File: src/rtl/dmem_port_arbiter.sv
// dmem_port_arbiter: shares a single-port, word-wide data memory between the
// load/store unit (port 0) and the debug/DMA master (port 1). Byte-enabled
// stores are turned into a read-modify-write, because the memory only takes
// full-word writes.
// Optional feature: define DMEM_ARB_RR_EN for round-robin arbitration;
// the default build uses fixed priority with port 0 always winning.
module dmem_port_arbiter #(
  parameter int ADDR_WIDTH = 8,
  parameter int DATA_WIDTH = 32
) (
  input  logic                      clk_i,
  input  logic                      rst_i,
  input  logic [1:0]                req_i,
  input  logic [1:0]                we_i,
  input  logic [2*(DATA_WIDTH/8)-1:0] be_i,
  input  logic [2*ADDR_WIDTH-1:0]   addr_i,
  input  logic [2*DATA_WIDTH-1:0]   wdata_i,
  output logic [1:0]                gnt_o,
  output logic [1:0]                rvalid_o,
  output logic [DATA_WIDTH-1:0]     rdata_o,
  output logic                      mem_en_o,
  output logic                      mem_wr_o,
  output logic [ADDR_WIDTH-1:0]     mem_addr_o,
  output logic [DATA_WIDTH-1:0]     mem_wdata_o,
  input  logic [DATA_WIDTH-1:0]     mem_rdata_i
);

  localparam int NBE = DATA_WIDTH / 8;

  typedef enum logic {
    IDLE,
    RMW_WR
  } state_t;

  state_t                state_q;
  logic [ADDR_WIDTH-1:0] rmw_addr_q;
  logic [NBE-1:0]        rmw_be_q;
  logic [DATA_WIDTH-1:0] rmw_wdata_q;
  logic                  rmw_port_q;
  logic [1:0]            rvalid_q;
  logic                  resp_load_q;

  logic [1:0]            gnt;
  logic                  sel_port;
  logic                  sel_we;
  logic [NBE-1:0]        sel_be;
  logic [ADDR_WIDTH-1:0] sel_addr;
  logic [DATA_WIDTH-1:0] sel_wdata;
  logic                  sel_full;
  logic                  sel_partial;
  logic [DATA_WIDTH-1:0] merged;

`ifdef DMEM_ARB_RR_EN
  logic rr_ptr_q;

  // Round-robin grant: the pointer picks the winner only on contention.
  always_comb begin
    gnt = '0;
    if (!rst_i && state_q == IDLE) begin
      unique case (req_i)
        2'b01:   gnt = 2'b01;
        2'b10:   gnt = 2'b10;
        2'b11:   gnt = rr_ptr_q ? 2'b10 : 2'b01;
        default: gnt = '0;
      endcase
    end
  end

  // After any grant, prefer the port that was not just served.
  always_ff @(posedge clk_i or posedge rst_i) begin
    if (rst_i) begin
      rr_ptr_q <= 1'b0;
    end else if (|gnt) begin
      rr_ptr_q <= gnt[0];
    end
  end
`else
  // Fixed-priority grant: port 0 always wins.
  always_comb begin
    gnt = '0;
    if (!rst_i && state_q == IDLE) begin
      if (req_i[0]) begin
        gnt = 2'b01;
      end else if (req_i[1]) begin
        gnt = 2'b10;
      end
    end
  end
`endif

  assign gnt_o = gnt;

  // Only the granted port's fields are ever looked at, which keeps the
  // ports isolated from each other.
  assign sel_port    = gnt[1];
  assign sel_we      = sel_port ? we_i[1] : we_i[0];
  assign sel_be      = sel_port ? be_i[2*NBE-1:NBE] : be_i[NBE-1:0];
  assign sel_addr    = sel_port ? addr_i[2*ADDR_WIDTH-1:ADDR_WIDTH] : addr_i[ADDR_WIDTH-1:0];
  assign sel_wdata   = sel_port ? wdata_i[2*DATA_WIDTH-1:DATA_WIDTH] : wdata_i[DATA_WIDTH-1:0];
  assign sel_full    = &sel_be;
  assign sel_partial = (|sel_be) && !sel_full;

  // Byte merge of the latched store data over the word read back in RMW_WR.
  always_comb begin
    merged = '0;
    for (int unsigned k = 0; k < NBE; k++) begin
      merged[8*k +: 8] = rmw_be_q[k] ? rmw_wdata_q[8*k +: 8] : mem_rdata_i[8*k +: 8];
    end
  end

  // Memory command: merged write in RMW_WR, otherwise driven by the grant.
  always_comb begin
    mem_en_o    = 1'b0;
    mem_wr_o    = 1'b0;
    mem_addr_o  = '0;
    mem_wdata_o = '0;
    if (!rst_i) begin
      if (state_q == RMW_WR) begin
        mem_en_o    = 1'b1;
        mem_wr_o    = 1'b1;
        mem_addr_o  = rmw_addr_q;
        mem_wdata_o = merged;
      end else if (|gnt) begin
        if (!sel_we) begin
          mem_en_o   = 1'b1;
          mem_addr_o = sel_addr;
        end else if (sel_full) begin
          mem_en_o    = 1'b1;
          mem_wr_o    = 1'b1;
          mem_addr_o  = sel_addr;
          mem_wdata_o = sel_wdata;
        end else if (sel_partial) begin
          mem_en_o   = 1'b1;
          mem_addr_o = sel_addr;
        end
      end
    end
  end

  // Sequencer: RMW latching, state transitions and registered responses.
  always_ff @(posedge clk_i or posedge rst_i) begin
    if (rst_i) begin
      state_q     <= IDLE;
      rmw_addr_q  <= '0;
      rmw_be_q    <= '0;
      rmw_wdata_q <= '0;
      rmw_port_q  <= 1'b0;
      rvalid_q    <= '0;
      resp_load_q <= 1'b0;
    end else begin
      rvalid_q    <= '0;
      resp_load_q <= 1'b0;
      unique case (state_q)
        IDLE: begin
          if (|gnt) begin
            if (sel_we && sel_partial) begin
              state_q     <= RMW_WR;
              rmw_addr_q  <= sel_addr;
              rmw_be_q    <= sel_be;
              rmw_wdata_q <= sel_wdata;
              rmw_port_q  <= sel_port;
            end else begin
              rvalid_q    <= gnt;
              resp_load_q <= !sel_we;
            end
          end
        end
        RMW_WR: begin
          state_q  <= IDLE;
          rvalid_q <= rmw_port_q ? 2'b10 : 2'b01;
        end
        default: state_q <= IDLE;
      endcase
    end
  end

  assign rvalid_o = rvalid_q;
  // The memory's registered read lines up with the response cycle of a load.
  assign rdata_o  = (resp_load_q && (|rvalid_q)) ? mem_rdata_i : '0;

endmodule

File: config.mk
export PLATFORM = sky130hd
export DESIGN_NAME = dmem_port_arbiter
export DESIGN_NICKNAME = d
export VERILOG_FILES = /design/src/rtl/dmem_port_arbiter.sv
export SDC_FILE = /design/constraint.sdc
export NUM_CORES = 1
export LEC_CHECK = 0
export ABC_CLOCK_PERIOD_IN_PS = 2800
export CAP_MARGIN = 0
export CORE_MARGIN = 1
export CORE_UTILIZATION = 30
export CTS_CLUSTER_DIAMETER = 150
export DETAILED_ROUTE_END_ITERATION = 8
export GPL_TIMING_DRIVEN = 0
export PLACE_DENSITY_LB_ADDON = 0.12
export SLEW_MARGIN = 20
export SYNTH_ARGS = -nofsm -noshare
export SYNTH_HDL_FRONTEND = slang
export SYNTH_SLANG_ARGS = --single-unit
export TNS_END_PERCENT = 30
File: constraint.sdc
create_clock -name clk_i -period 2.8 [get_ports clk_i]
set_input_delay 0.56 -clock clk_i [delete_from_list [all_inputs] [get_ports clk_i]]
set_output_delay 0.56 -clock clk_i [all_outputs]
set_load 0.01 [all_outputs]
==> summary.md, run 1 <==
| Metric | Value |
|---|---|
| Outcome | complete, but fails checks |
| Failing checks | setup timing |
| GRT overflow | 0 |
| Syn Inst Count | 397 |
| Hold Crit Class | reg -> reg |
| Combinational Power Share | 38.9% |
| Area added between synthesis and finish | 74.6% |
| Die height | 115 um |
| Top FF cell, synth | dfrtp_1 |
| Sw frac | 28.6% |
| Worst vdd ir | 0.252 mV |
| Reg clk slew, reported paths | 0.07 ns |
| Synth warn | 0 |
| Crit path largest cell delay | 0.61 ns |
| Synth Cell Area | 3840 um^2 |
| Fin area | 6710 um^2 |
| Pwr Total | 0.00293 W |
| Post-DR vias/cell | 4.81 |
| P_int | 0.00209 W |
| Global-route track usage on met2 | 36.6% |
| CTS max path bufs | 2 |
| Reg2reg start | state_q |
| Non-filler instance count after layout | 797 |
| Clk_skew | 0.00735 ns |
| Core area | 12300 um^2 |
| Placed cell area | 6110 um^2 |
| Nature of the critical path endpoint | primary output |
| Critical Path Slowest Stage Cell | or4b_4 |
| Tot GR Track Use | 20.8% |
| Number of antenna violations at the first check in global routing | 0 |
| R2R cell count | 9 |
| Clk sinks | 49 |
| #FFs+latches synth | 49 |
| F_max | 338 MHz |
| Global routing usage on met1 | 25.3% |
| Placed cell count | 769 |
| Hold buffers post-CTS | 0 |
| Fillers | 1121 |
| Sequential-to-total area share from yosys stat | 31.9% |
| FP Rows | 40 |
| Final WL | 13900 um |
| Final TNS setup | -3.84 ns |
| Critical Path Start | state_q |
| Io pins | 204 |
| Root Driver | clkbuf_16 |
| Initial Utilization | 31.3% |
| Leak | 2.92 nW |
| Max-Cap Viols | 0 |
| Clock share of power | 27.0% |
| First-pass GRT wire length | 20900 um |
| Worst path most repeated cell | buf_12 |
| Normalized max-slew margin | 52.4% |
| CP startpoint kind | flip-flop |
| PwrDens | 436 nW/um^2 |
| Critical Path Fanout Max | 8 |
| Worst setup endpoint | mem_wdata_o[31] |
| Routability Congestion | 0.838 |
| Number of DRC markers in iteration 0 | 136 |
| Final period util | 106% |
| Req. time, crit path | 2.24 ns |
| Pre-antenna DRT Iters | 4 |
| Largest net degree at the start of global routing | 32 |
| R2r endpoint | rmw_wdata_q[13] |
| # DRC | 0 |
| Crit path cell chain | or4b_4 > clkinv_8 > buf_12 > buf_12 > buf_4 > mux2_4 > a31oi_1 > nor2_1 > buf_2 |
| Footprint of the multi-input gates | 2680 um^2 |
| Mapped Nets | 523 |
| Unrepaired setup endpoints after global routing | yes |
| Full die area | 13300 um^2 |
| Remaining antenna violation count | 0 |
| Netlist cell types | 36 |
| Share of cells above drive strength 1 | 29.8% |
| EDFF count, synth | 0 |
| Critical Path AT | 2.40 ns |
| Sequential Area | 1230 um^2 |
| GRT Max-Usage Layer | met2 |
| Fin nets | 753 |
| Synth Area per Inst | 9.68 um^2 |
| Sequential share of power | 34.1% |
| R2R setup slack | 0.37 ns |
| Num CTS Buffers | 5 |
| Port Buffers | 203 |
| Vias | 3837 |
| Final Setup Violations | 40 |
| Switching power | 0.000838 W |
| Hpwl dp | 9850 um |
| Share of flip-flops with an asynchronous set or reset | 100% |
| Die W | 115 um |
| M3 GR Usage | 5.01% |
| Clock Latency Late Sink | 0.30 ns |
| Final Hold Vio Count | 0 |
| Fin crit period | 2.96 ns |
| Wire length per cell | 17.5 um |
| Worst Path Class, Setup | reg -> out |
| CTS tree | yes |
| Setup WS post-layout | -0.161 ns |
| H-tree depth | 2 |
| Number of global-route vias before repair | 3937 |
| Slew @ Worst Pin | 0.714 ns |
| Fin util | 54.7% |
| Pins Over Slew Limit | 0 |
sequential cells by signal, indices dropped and copies added, names as in the netlist:
name	count
rmw_addr_q	8
rvalid_o	2
rmw_port_q	1
rmw_be_q	4
state_q	1
rmw_wdata_q	32
resp_load_q	1
cell usage after synthesis (all sizes together), types with 4 or more instances:
library cell  number  area [um^2]
nand3              4         25.0
a31oi             32          200
nand2             22         82.6
mux2i             49          494
clkbuf            14         52.6
nor2              68          255
mux2              68          878
o21ai             10         50.0
buf               17          180
inv               10         37.5
and2              33          206
dfrtp             49         1230
critical path: cells and delay by family (launching register included):
kind / cells / cell delay [ns]
AND/OR/NAND/NOR: 2 / 0.66
buffers and inverters: 5 / 0.59
flip-flops: 1 / 0.41
multiplexers: 1 / 0.30
AO/OA/AOI/OAI: 1 / 0.13
worst min-delay path by stage:
stage                          startpoint              end  slack, ns  depth (start not counted)
final                     rmw_wdata_q[12]  rmw_wdata_q[12]       0.51                          1
after global routing      rmw_wdata_q[21]  rmw_wdata_q[21]       0.52                          1
after CTS                 rmw_wdata_q[12]  rmw_wdata_q[12]       0.51                          1
after detailed placement  rmw_wdata_q[22]  rmw_wdata_q[22]       0.49                          1
after global placement    rmw_wdata_q[12]  rmw_wdata_q[12]       0.49                          1
after floorplan           rmw_wdata_q[10]  rmw_wdata_q[10]       0.48                          1
placed cells by master, fill, tap and decap left out, drive strengths merged, types with 3 or more instances in the layout:
cell type      count
clkinv             3
dlygate4sd2        4
dfrtp             49
mux2              68
and2              33
mux2i             49
nand2             22
clkbuf            21
o21ai             10
inv               10
buf               80
a31oi             32
nand3              4
nor2              68
clkdlybuf4s50    154
cell type report:
cell class,instances,share of cell area (%)
diodes,1,0.0373
plain buffers,29,4.34
clock buffers,5,1.86
clock inverters,3,0.969
inverters,12,0.857
multi-input cells,305,39.9
flip-flops and latches,49,18.3
well taps,168,3.13
repair buffers,225,30.6
power by group through the flow:
stage,clock network (W),logic [W],registers [W]
2_1_floorplan,0,0.000668,0.000979
3_3_place_gp,0,0.00104,0.000995
3_5_place_dp,0,0.00107,0.00100
4_1_cts,0.000813,0.00113,0.000994
5_1_grt,0.000841,0.00122,0.00101
6_report,0.000789,0.00114,0.000998
metrics by stage:
stage	hold WS (ns)	worst slack, ns
finish	0.508	-0.161
global route	0.525	-0.239
CTS	0.511	-0.221
detailed placement	0.493	-1.16
global placement	0.489	-1.14
floorplan	0.480	0.0907
routing by layer:
layer	vias up	routed length [um]
met5	-	0
met4	0	141
met3	12	1160
met2	189	6640
met1	1792	5970
li1	1844	-
what timing repair did:
| action | CTS | global route |
|---|---|---|
| setup buffers | 18 | 2 |
| pin swaps | 28 | 9 |
| hold endpoints to repair | 0 | 0 |
| endpoints found under the setup margin | 73 | 42 |
| gates resized for setup | 250 | 24 |
| gates cloned | 3 | 0 |
kinds of logic (layout without fill, tap and decap cells):
family | count (synthesis) | in the layout | synth area share, %
AO/OA/AOI/OAI | 52 | 52 | 8.63
buffers and inverters | 43 | 274 | 7.26
flip-flops | 49 | 49 | 31.9
multiplexers | 117 | 117 | 35.7
other | 0 | 1 | 0
AND/OR/NAND/NOR | 136 | 136 | 16.5
Power figures use the tool's default switching activity.
==> inputs of run 2 (changes only) <==
--- a/config.mk
+++ b/config.mk
@@ -6,7 +6,7 @@
 export NUM_CORES = 1
 export LEC_CHECK = 0
 export ABC_CLOCK_PERIOD_IN_PS = 2800
-export CAP_MARGIN = 0
+export CAP_MARGIN = 20
 export CORE_MARGIN = 1
 export CORE_UTILIZATION = 30
 export CTS_CLUSTER_DIAMETER = 150
==> results of run 2 <==
Same layout as run 1: the final DEF is identical, and so are final timing and power.
